### src/rtl/binary_maxpool_pkg.sv
// Shared constants, FSM encoding and legal-width helpers for the binary max-pool engine.
package binary_maxpool_pkg;

  localparam int unsigned POOL_ADDR_W    = 12;
  localparam int unsigned POOL_DATA_W    = 16;
  localparam logic [15:0] POOL_TERM_WORD = 16'h00FF;

  // Widest legal image is 14 columns, pooled down to 7.
  localparam int unsigned ROW_IN_W  = 14;
  localparam int unsigned ROW_OUT_W = 7;

  typedef enum logic [5:0] {
    S_IDLE  = 6'b000001,
    S_HDR   = 6'b000010,
    S_ROW_A = 6'b000100,
    S_ROW_B = 6'b001000,
    S_WR    = 6'b010000,
    S_TERM  = 6'b100000
  } pool_state_e;

  function automatic logic legal_w(input logic [4:0] w);
    return (w == 5'd8) || (w == 5'd10) || (w == 5'd14);
  endfunction

  // Valid pooled columns for each legal width; zero for anything else.
  function automatic logic [ROW_OUT_W-1:0] col_mask(input logic [4:0] w);
    case (w)
      5'd8:    col_mask = 7'h0F;
      5'd10:   col_mask = 7'h1F;
      5'd14:   col_mask = 7'h7F;
      default: col_mask = '0;
    endcase
  endfunction

endpackage

### src/rtl/binary_maxpool_if.sv
// Start/busy handshake plus the read and write SRAM ports of the max-pool engine.
interface binary_maxpool_if #(
  parameter int unsigned ADDR_W = 12,
  parameter int unsigned DATA_W = 16
);
  logic              pool_run;
  logic              pool_busy;
  logic [ADDR_W-1:0] pool_sram_read_address;
  logic [DATA_W-1:0] sram_pool_read_data;
  logic [ADDR_W-1:0] pool_sram_write_address;
  logic [DATA_W-1:0] pool_sram_write_data;
  logic              pool_sram_write_enable;

  modport master (
    input  pool_run, sram_pool_read_data,
    output pool_busy, pool_sram_read_address, pool_sram_write_address,
           pool_sram_write_data, pool_sram_write_enable
  );

  modport slave (
    output pool_run, sram_pool_read_data,
    input  pool_busy, pool_sram_read_address, pool_sram_write_address,
           pool_sram_write_data, pool_sram_write_enable
  );
endinterface

### src/rtl/pool_row_reduce.sv
// 2x2 binary max-pool of one row pair: OR of both rows over each adjacent column pair.
module pool_row_reduce
  import binary_maxpool_pkg::*;
(
  input  logic [ROW_IN_W-1:0]  row_even,
  input  logic [ROW_IN_W-1:0]  row_odd,
  output logic [ROW_OUT_W-1:0] pooled
);

  for (genvar c = 0; c < ROW_OUT_W; c++) begin : g_col
    assign pooled[c] = row_even[2*c] | row_even[2*c+1] | row_odd[2*c] | row_odd[2*c+1];
  end

endmodule

### src/rtl/binary_maxpool.sv
// Streams binary images from the conv-output SRAM, 2x2 max-pools them and writes
// headers, pooled rows and a terminator to the pooled-output SRAM.
module binary_maxpool
  import binary_maxpool_pkg::*;
#(
  parameter int unsigned       ADDR_W    = POOL_ADDR_W,
  parameter int unsigned       DATA_W    = POOL_DATA_W,
  parameter logic [DATA_W-1:0] TERM_WORD = DATA_W'(POOL_TERM_WORD)
) (
  input logic              clk,
  input logic              reset,
  binary_maxpool_if.master bus
);

  pool_state_e          state, state_next;
  logic [ADDR_W-1:0]    rd_addr, wr_addr;
  logic [DATA_W-1:0]    wr_data, wr_data_next;
  logic                 wr_en, wr_en_next, busy;
  logic [ROW_IN_W-1:0]  row_even;
  logic [2:0]           half, row_cnt;
  logic [ROW_OUT_W-1:0] mask, pooled;
  logic [DATA_W-1:0]    rdata;
  logic [4:0]           hdr_w;
  logic                 hdr_legal, last_row;

  assign rdata     = bus.sram_pool_read_data;
  assign hdr_w     = rdata[4:0];
  assign hdr_legal = (rdata != TERM_WORD) && legal_w(hdr_w);
  assign last_row  = (row_cnt == half - 3'd1);

  pool_row_reduce u_reduce (
    .row_even (row_even),
    .row_odd  (rdata[ROW_IN_W-1:0]),
    .pooled   (pooled)
  );

  always_ff @(posedge clk or posedge reset) begin
    if (reset) state <= S_IDLE;
    else       state <= state_next;
  end

  // Write strobe/data are computed one state early so each registered write
  // lands in the cycle after the word that produced it.
  always_comb begin
    state_next   = state;
    wr_en_next   = 1'b0;
    wr_data_next = '0;
    case (state)
      S_IDLE:  if (bus.pool_run) state_next = S_HDR;
      S_HDR: begin
        wr_en_next = 1'b1;
        if (hdr_legal) begin
          state_next        = S_ROW_A;
          wr_data_next[3:0] = rdata[4:1];
        end else begin
          state_next   = S_TERM;
          wr_data_next = TERM_WORD;
        end
      end
      S_ROW_A: state_next = S_ROW_B;
      S_ROW_B: begin
        state_next                       = S_WR;
        wr_en_next                       = 1'b1;
        wr_data_next[ROW_OUT_W-1:0]      = pooled & mask;
      end
      S_WR:    state_next = last_row ? S_HDR : S_ROW_A;
      S_TERM:  state_next = S_IDLE;
      default: state_next = S_IDLE;
    endcase
  end

  always_ff @(posedge clk or posedge reset) begin
    if (reset) begin
      rd_addr  <= '0;
      wr_addr  <= '0;
      wr_data  <= '0;
      wr_en    <= 1'b0;
      busy     <= 1'b0;
      row_even <= '0;
      half     <= '0;
      mask     <= '0;
      row_cnt  <= '0;
    end else begin
      wr_en   <= wr_en_next;
      wr_data <= wr_data_next;
      busy    <= (state_next != S_IDLE);

      // Read address runs one word ahead: it steps whenever the next state consumes a word.
      if (state_next == S_IDLE)
        rd_addr <= '0;
      else if (state_next inside {S_HDR, S_ROW_A, S_ROW_B})
        rd_addr <= rd_addr + ADDR_W'(1);

      if (state_next == S_IDLE) wr_addr <= '0;
      else if (wr_en)           wr_addr <= wr_addr + ADDR_W'(1);

      if (state == S_HDR && hdr_legal) begin
        half    <= rdata[3:1];
        mask    <= col_mask(hdr_w);
        row_cnt <= '0;
      end
      if (state == S_ROW_A) row_even <= rdata[ROW_IN_W-1:0];
      if (state == S_WR)    row_cnt  <= row_cnt + 3'd1;
    end
  end

  assign bus.pool_busy               = busy;
  assign bus.pool_sram_read_address  = rd_addr;
  assign bus.pool_sram_write_address = wr_addr;
  assign bus.pool_sram_write_data    = wr_data;
  assign bus.pool_sram_write_enable  = wr_en;

endmodule

### src/flat_wrapper.sv
// flat-port wrapper written by rule: the top's interface ports become plain ports
module binary_maxpool_flat import binary_maxpool_pkg::*;
#(
  parameter int unsigned       ADDR_W    = POOL_ADDR_W,
  parameter int unsigned       DATA_W    = POOL_DATA_W,
  parameter logic [DATA_W-1:0] TERM_WORD = DATA_W'(POOL_TERM_WORD)
)
  (clk, reset, bus_pool_run, bus_sram_pool_read_data, bus_pool_busy, bus_pool_sram_read_address, bus_pool_sram_write_address, bus_pool_sram_write_data, bus_pool_sram_write_enable);
  binary_maxpool_if #(.ADDR_W(ADDR_W), .DATA_W(DATA_W)) bus_i ();
  input logic clk;
  input logic reset;
  input wire logic [$bits(bus_i.pool_run)-1:0] bus_pool_run;
  input wire logic [$bits(bus_i.sram_pool_read_data)-1:0] bus_sram_pool_read_data;
  output wire logic [$bits(bus_i.pool_busy)-1:0] bus_pool_busy;
  output wire logic [$bits(bus_i.pool_sram_read_address)-1:0] bus_pool_sram_read_address;
  output wire logic [$bits(bus_i.pool_sram_write_address)-1:0] bus_pool_sram_write_address;
  output wire logic [$bits(bus_i.pool_sram_write_data)-1:0] bus_pool_sram_write_data;
  output wire logic [$bits(bus_i.pool_sram_write_enable)-1:0] bus_pool_sram_write_enable;
  assign bus_i.pool_run = bus_pool_run;
  assign bus_i.sram_pool_read_data = bus_sram_pool_read_data;
  assign bus_pool_busy = bus_i.pool_busy;
  assign bus_pool_sram_read_address = bus_i.pool_sram_read_address;
  assign bus_pool_sram_write_address = bus_i.pool_sram_write_address;
  assign bus_pool_sram_write_data = bus_i.pool_sram_write_data;
  assign bus_pool_sram_write_enable = bus_i.pool_sram_write_enable;
  binary_maxpool #(.ADDR_W(ADDR_W), .DATA_W(DATA_W), .TERM_WORD(TERM_WORD)) u_core (.clk(clk), .reset(reset), .bus(bus_i));
endmodule
### config.mk
export PLATFORM = sky130hd
export DESIGN_NAME = binary_maxpool_flat
export DESIGN_NICKNAME = d
export VERILOG_FILES = /design/src/rtl/binary_maxpool_pkg.sv /design/src/rtl/binary_maxpool_if.sv /design/src/rtl/pool_row_reduce.sv /design/src/rtl/binary_maxpool.sv /design/src/flat_wrapper.sv
export SDC_FILE = /design/constraint.sdc
export NUM_CORES = 1
export LEC_CHECK = 0
export BUFFER_PORTS_ARGS = -buffer_cell sky130_fd_sc_hd__clkbuf_2
export CORE_UTILIZATION = 45
export CTS_BUF_LIST = sky130_fd_sc_hd__clkbuf_2 sky130_fd_sc_hd__clkbuf_4 sky130_fd_sc_hd__clkbuf_8
export CTS_CLUSTER_DIAMETER = 60
export DETAILED_ROUTE_END_ITERATION = 7
export PLACE_DENSITY = 0.66
export SKIP_CTS_REPAIR_TIMING = 1
export SYNTH_ARGS = -nofsm -noshare
export SYNTH_HDL_FRONTEND = slang
export SYNTH_SLANG_ARGS = --single-unit
### constraint.sdc
create_clock -name clk -period 4.6 [get_ports clk]
set_input_delay 0 -clock clk [delete_from_list [all_inputs] [get_ports clk]]
set_output_delay 0 -clock clk [all_outputs]
set_load 0.01 [all_outputs]
-- After elaboration in Yosys (flattened, before gate mapping)
Cells that the tools add are included.
- flip-flop bits (word level): 67
- word-level logic and storage cells: 76
- $add $sub $neg: 4
- equal/unequal tests: 15
- muxes and demuxes: 16
- bitwise logic cells: 22
- reductions and logical operators: 9
- operators with widths (cell ; number):
    $mux 12 ; 4
    $pmux 6 s5 ; 1
    $add 12x1->12 const B ; 2
    $or 1x1->1 ; 21
    $pmux 7 s3 ; 1
    $ne 16x8->1 const B ; 1
    $eq 5x4->1 const B ; 3
    $pmux 7 s2 ; 1
    $eq 6x1->1 const B ; 2
    $eq 6x2->1 const B ; 2
    $eq 6x3->1 const B ; 2
    $eq 6x4->1 const B ; 2
    $mux 6 ; 2
    $mux 3 ; 3
    $mux 4 ; 2
    $and 7x7->7 ; 1
    $eq 6x5->1 const B ; 1
    $ne 6x1->1 const B ; 1
    $reduce_bool 2->1 ; 3
    $add 3x1->3 const B ; 1
    $eq 3x3->1 ; 1
    $reduce_bool 3->1 ; 1
    $sub 3x1->3 const B ; 1
    $logic_and 1x1->1 ; 2
    other kinds (3) ; 5

-- Depth between registers and ports, before layout
- word-level depth: 10
- mapped depth: 6
- gate-level depth less buffers: 6

-- Hierarchy
From an unflattened synthesis, not the netlist that was laid out.
- cell total of the unflattened synthesis: 277
- area, all modules: 3091.7 um^2
- modules (own cells, without submodules) (module ; times used ; cells an instance ; area each (um^2) ; seq. area each (um^2)):
    binary_maxpool ; 1 ; 270 ; 3039.2 ; 1577.8
    pool_row_reduce ; 1 ; 7 ; 52.6 ; 0.0

-- Least setup slack after synthesis
Ideal clock, no wire load.
- path kind: reg-to-reg
- start: register u_core.state[1]
- end: register u_core.row_even[0]
- library setup time: 0.125 ns
- arrival: 1.839 ns
- path slack: 2.636 ns
- cell stages (with the launch flop): 6
- path buffers: 2
- period minus slack after synthesis: 1.964 ns
- cells stage by stage: dfrtp_1 -> or4_4 -> or3_1 -> buf_6 -> buf_8 -> mux2_4
- word-level cells in the longest chain between the ends: 1
- ends and longest elaborated chain (what ; line ; source):
    start: declaration ; binary_maxpool.sv:15 ; pool_state_e state, state_next;
    start signal: assignment ; binary_maxpool.sv:39 ; else state <= state_next;
    $eq 6x3->1 ; binary_maxpool.sv:102 ; if (state == S_ROW_A) row_even <= rdata[ROW_IN_W-1:0];
    end signal: assignment ; binary_maxpool.sv:102 ;
    end: declaration ; binary_maxpool.sv:19 ; logic [ROW_IN_W-1:0] row_even;
No other way between the ends.
A chain may end at the register's enable or synchronous reset.

-- Worst setup path in the final report
- start: register u_core.state[3]
- end: register u_core.wr_data[5] (netlist: u_core.bus.pool_sram_write_data[5])
- word-level cells in the longest chain between the ends: 2
- elaborated cells between the ends (all ways): 3
- classes of those cells: eq/ne: 2; mux: 1
- ends and longest elaborated chain (what ; line ; source):
    $eq 6x4->1 / $eq 6x2->1 (equally long branches) ; binary_maxpool.sv:48 ; case (state)
    $pmux 7 s2 (*) ; binary_maxpool.sv:48 ;
    via u_core.wr_data_next[5] ; binary_maxpool.sv:17 ; logic [DATA_W-1:0] wr_data, wr_data_next;
    end signal: assignment ; binary_maxpool.sv:85 ; wr_data <= wr_data_next;
    end: declaration ; binary_maxpool.sv:17 ;
The timed path passes the listed nets; every way through them passes the cells marked *.

==> results.md <==
Place:
- The final weighted congestion in routability-driven placement is between 0.7 and 0.8.
- The port buffer count is 50.
- Once placement completed, the tool counted placed cells totaling 428.
- The detailed-placement wirelength estimate is 4180 um.

Worst hold path:
- The worst min-delay path endpoint is u_core.state[1]$_DFF_PP0_.
- The path type of the worst min-delay path is input pin to flop.
- The worst hold path cell count is 3.
- The launch instance of the worst min-delay path is bus_pool_run.

Cells and area:
- Compared with the post-synthesis result, the final layout area differs by 19.4%.
- The count of cells in the finished layout, fillers not included, comes to between 400 and 500.
- The total number of nets in the final design is roughly 380.
- After filler insertion, the fill cell instance count of the layout stands at roughly 600.
- The number of antenna cells inserted is 0.
- The share of post-route cells with drive strength above 1 is 0.242.
- In the layout the commonest cells are sky130_fd_sc_hd__dfrtp_1 (62), sky130_fd_sc_hd__clkbuf_2 (50), sky130_fd_sc_hd__inv_1 (22), sky130_fd_sc_hd__o311ai_0 (16), sky130_fd_sc_hd__nand2_1 (16).
- The library cell used most frequently in the layout, excluding fill and tap cells, is sky130_fd_sc_hd__dfrtp_1.

Timing:
- Setup repair after global routing left no endpoint under its margin.
- In the final timing run, aggregate negative setup slack is 0 ns.
- The minimum period implied by the final worst setup slack is between 2 and 3 ns.
- Static timing analysis puts the maximum clock frequency at around 0.38 GHz.
- The setup clock skew after layout is 0.00540 ns.
- The fraction of the cycle the final worst path needs is 0.572.
- The hold violation total from the final report was 0.
- Setup violations remaining at the end of the flow were counted as 0.
- The measured slew at the worst slew-check pin is about 1.2 ns.
- The number of max-slew violations in the final report was 0.
- Headroom to the max-slew limit came out at 0.210.

Global routing:
- The total global-route track usage is 0.186.
- The wire length of the first global-routing pass is 10,800 um.
- The overflow left after global routing is 0.
- The number of antenna violations at the first check in global routing is 0.
- The via count of the first global-routing pass is 2,346.
- Entering global routing, the biggest net connects 64 pins.

Worst setup path:
- The family with the most delay on the worst path is simple AND/OR/NAND/NOR gates.
- STA puts the critical path data required time at 4.86 ns.
- The largest stage delay on the critical path is 0.99 ns.
- Walking the worst path, the cells encountered are nor4_2 > and2_0 > nand2_1 > o21ai_0.
- The type of the worst setup path is flop to flop.
- In this run the worst path has a maximum fanout of 24.
- The setup check on the worst reg-to-reg path leaves a slack of between 1.5 and 2 ns.
- The worst setup path is captured at a flop.
- The worst register-to-register path begins at u_core.state[3]$_DFF_PP0_.
- The worst setup path is launched from a flop.
- Data arrives at the worst endpoint at a little under 3 ns.
- For this design, the slowest cell found on the critical path is sky130_fd_sc_hd__and2_0.
- The endpoint of the worst register-to-register path is u_core.bus.pool_sram_write_data[5]$_DFF_PP0_.
- The worst reg2reg path depth is 4.
- The buffering stage count on the worst path with inverters included is 0.

Synthesis:
- Synthesis instantiated 48 different standard cells from the library.
- The library cell occupying the most area in the post-synthesis netlist is sky130_fd_sc_hd__dfrtp_1.
- After synthesis the cells add up to ~3200 sq um.
- The mean instance size in the synthesized netlist is around 11 sq um.
- Sorting the synthesized cells by area gives the leading types as sky130_fd_sc_hd__dfrtp_1 (49%), sky130_fd_sc_hd__o311ai_0 (4.4%), sky130_fd_sc_hd__mux2i_1 (3.8%).
- For this run, the number of Yosys warnings is 0.
- The number of cells produced by synthesis is ~300.
- The area share of the largest cell type after synthesis is 0.486.
- For this run, the register share of the synthesized area comes to 0.494.
- The post-synthesis register bit count is 63.

CTS:
- The clock root buffer master is sky130_fd_sc_hd__clkbuf_8.
- The clock buffer count from CTS is 9.
- The CTS tree is done.
- The buffer depth of the longest clock path is 2.
- CTS saw 63 sinks.
- The clock edge transition at the registers on the reported setup and hold paths is approximately 0.080 ns.
- The clock latency of the later-clocked register in the worst-skew pair is roughly 0.34 ns.
- The CTS H-tree depth is 3.

Routing:
- The routed design has roughly 6600 um of wire.
- The number of iterations in the first detailed-routing pass is 4.
- The via count normalized by instance count is 5.43.
- The mean routed wirelength per cell is roughly 14 um.
- The count of nets left with antenna violations after detail routing is 0.
- After detailed routing, the number of remaining DRC violations is 0.
- The via count of the routed design is about 2,500.
- In this run, the number of DRC markers left after iteration 0 of detailed routing was about 110.

Status:
- The flow ran to the end, and the final reports show no timing, DRC or antenna violations.

Pwr:
- The analysis attributes to cell leakage a power of 1.78 nW.
- The worst supply voltage drop on vdd is between 0.2 and 0.25 mV.
- Power spread over the standard cell area amounts to 465 nW/um^2.

Run:
- Across the run, the number of max-cap violations was 0.

Floorplanning:
- From bottom edge to top edge, the die measures 86.3 um.
- The region available for standard cell placement spans slightly below 7000 sq um.
- Pin placement for this block handled 61 I/O pins.
- The floorplan has 30 rows.
- The effective utilization at floorplan is 0.468.
- The die span in x is about 86 um.
- The die covers roughly 7400 sq um.
worst max-delay path by stage:
stage	from	to	cells past startpoint
CTS	u_core.state[3]$_DFF_PP0_	u_core.bus.pool_sram_write_data[0]$_DFF_PP0_	4
global placement	u_core.state[3]$_DFF_PP0_	u_core.bus.pool_sram_write_data[0]$_DFF_PP0_	4
detailed placement	u_core.state[3]$_DFF_PP0_	u_core.bus.pool_sram_write_data[0]$_DFF_PP0_	4
floorplan	u_core.state[1]$_DFF_PP0_	u_core.row_even[0]$_DFFE_PP0N_	5
global route	u_core.state[3]$_DFF_PP0_	u_core.bus.pool_sram_write_data[5]$_DFF_PP0_	4
finish	u_core.state[3]$_DFF_PP0_	u_core.bus.pool_sram_write_data[5]$_DFF_PP0_	4
per-layer routing:
| metal | share of wire | track usage | vias to the layer above |
|---|---|---|---|
| met3 | 0.034 | 0.0381 | 11 |
| met2 | 0.48 | 0.288 | 51 |
| li1 | - | - | 1194 |
| met5 | 0 | 0 | - |
| met1 | 0.47 | 0.248 | 1235 |
| met4 | 0.019 | 0.0970 | 0 |
worst reg2reg max path, delay by kind of cell (launching register included):
| kind | cells | cell delay [ns] |
|---|---|---|
| AND/OR/NAND/NOR | 3 | 1.91 |
| flip-flops | 1 | 0.43 |
| AO/OA/AOI/OAI | 1 | 0.21 |
Yosys cell counts (all sizes together):
library cell	count
buf	16
dfstp	1
nand2b	5
o311ai	18
and3	5
or4	3
and2b	1
o21ai	11
nor3b	2
nor4	9
mux2	12
dfrtp	62
nand2	16
o31a	1
xor2	3
a21o	1
nor2	15
o22ai	1
ha	4
mux2i	12
conb	1
a311oi	4
a21oi	4
o221ai	2
a31oi	3
inv	23
or3	2
and2	1
or2	1
o31ai	5
xnor2	13
a41o	1
nor2b	1
nand3	11
nor3	9
nand4	8
and4	2
or3b	1
clkbuf	9
cell type report:
class / instances / area [sq um] / area share
Multi-Input combinational cell: 195 / 1400 / 0.366
Inverter: 23 / 86.3 / 0.0226
Sequential cell: 63 / 1580 / 0.413
Clock inverter: 7 / 103 / 0.0269
Timing Repair Buffer: 66 / 408 / 0.107
Clock buffer: 9 / 124 / 0.0325
Tap cell: 96 / 120 / 0.0315
flip-flops by register name, indices dropped and copies added (netlist names):
register                            count
u_core.bus.pool_busy                    1
u_core.bus.pool_sram_read_address      12
u_core.bus.pool_sram_write_address     12
u_core.bus.pool_sram_write_data         8
u_core.bus.pool_sram_write_enable       1
u_core.half                             3
u_core.mask                             3
u_core.row_cnt                          3
u_core.row_even                        14
u_core.state                            6
metrics by stage:
stage	power [mW]	utilization	hold slack [ns]	area [sq um]	worst slack (ns)
final	1.78	0.559	0.261	3820	1.97
after global routing	1.89	0.559	0.282	3820	1.64
after CTS	1.78	0.537	-0.117	3670	2.01
after detailed placement	1.23	0.503	0.252	3440	2.01
after global placement	1.21	0.503	0.249	3440	2.07
after floorplan	1.13	-	0.117	3220	2.64
cells by family (layout without fill, tap and decap cells):
family                     count (synthesis)  in the layout  share of synthesized area
AOI/OAI and AO/OA                         51             51                      0.126
xor gates and xnor gates                  16             16                     0.0439
adders and majority gates                  4              4                     0.0157
buffers and inverters                     48            105                     0.0771
DFF                                       63             63                      0.494
muxes                                     24             24                     0.0858
other                                      1              8                    0.00117
and+or+nand+nor                           92             92                      0.157
report_power, final:
group          total [mW]  switching (mW)  internal, mW
combinational       0.481           0.273         0.207
sequential          0.748          0.0793         0.669
clock               0.547           0.235         0.311
Note: power is estimated with default switching activity, not from simulation.
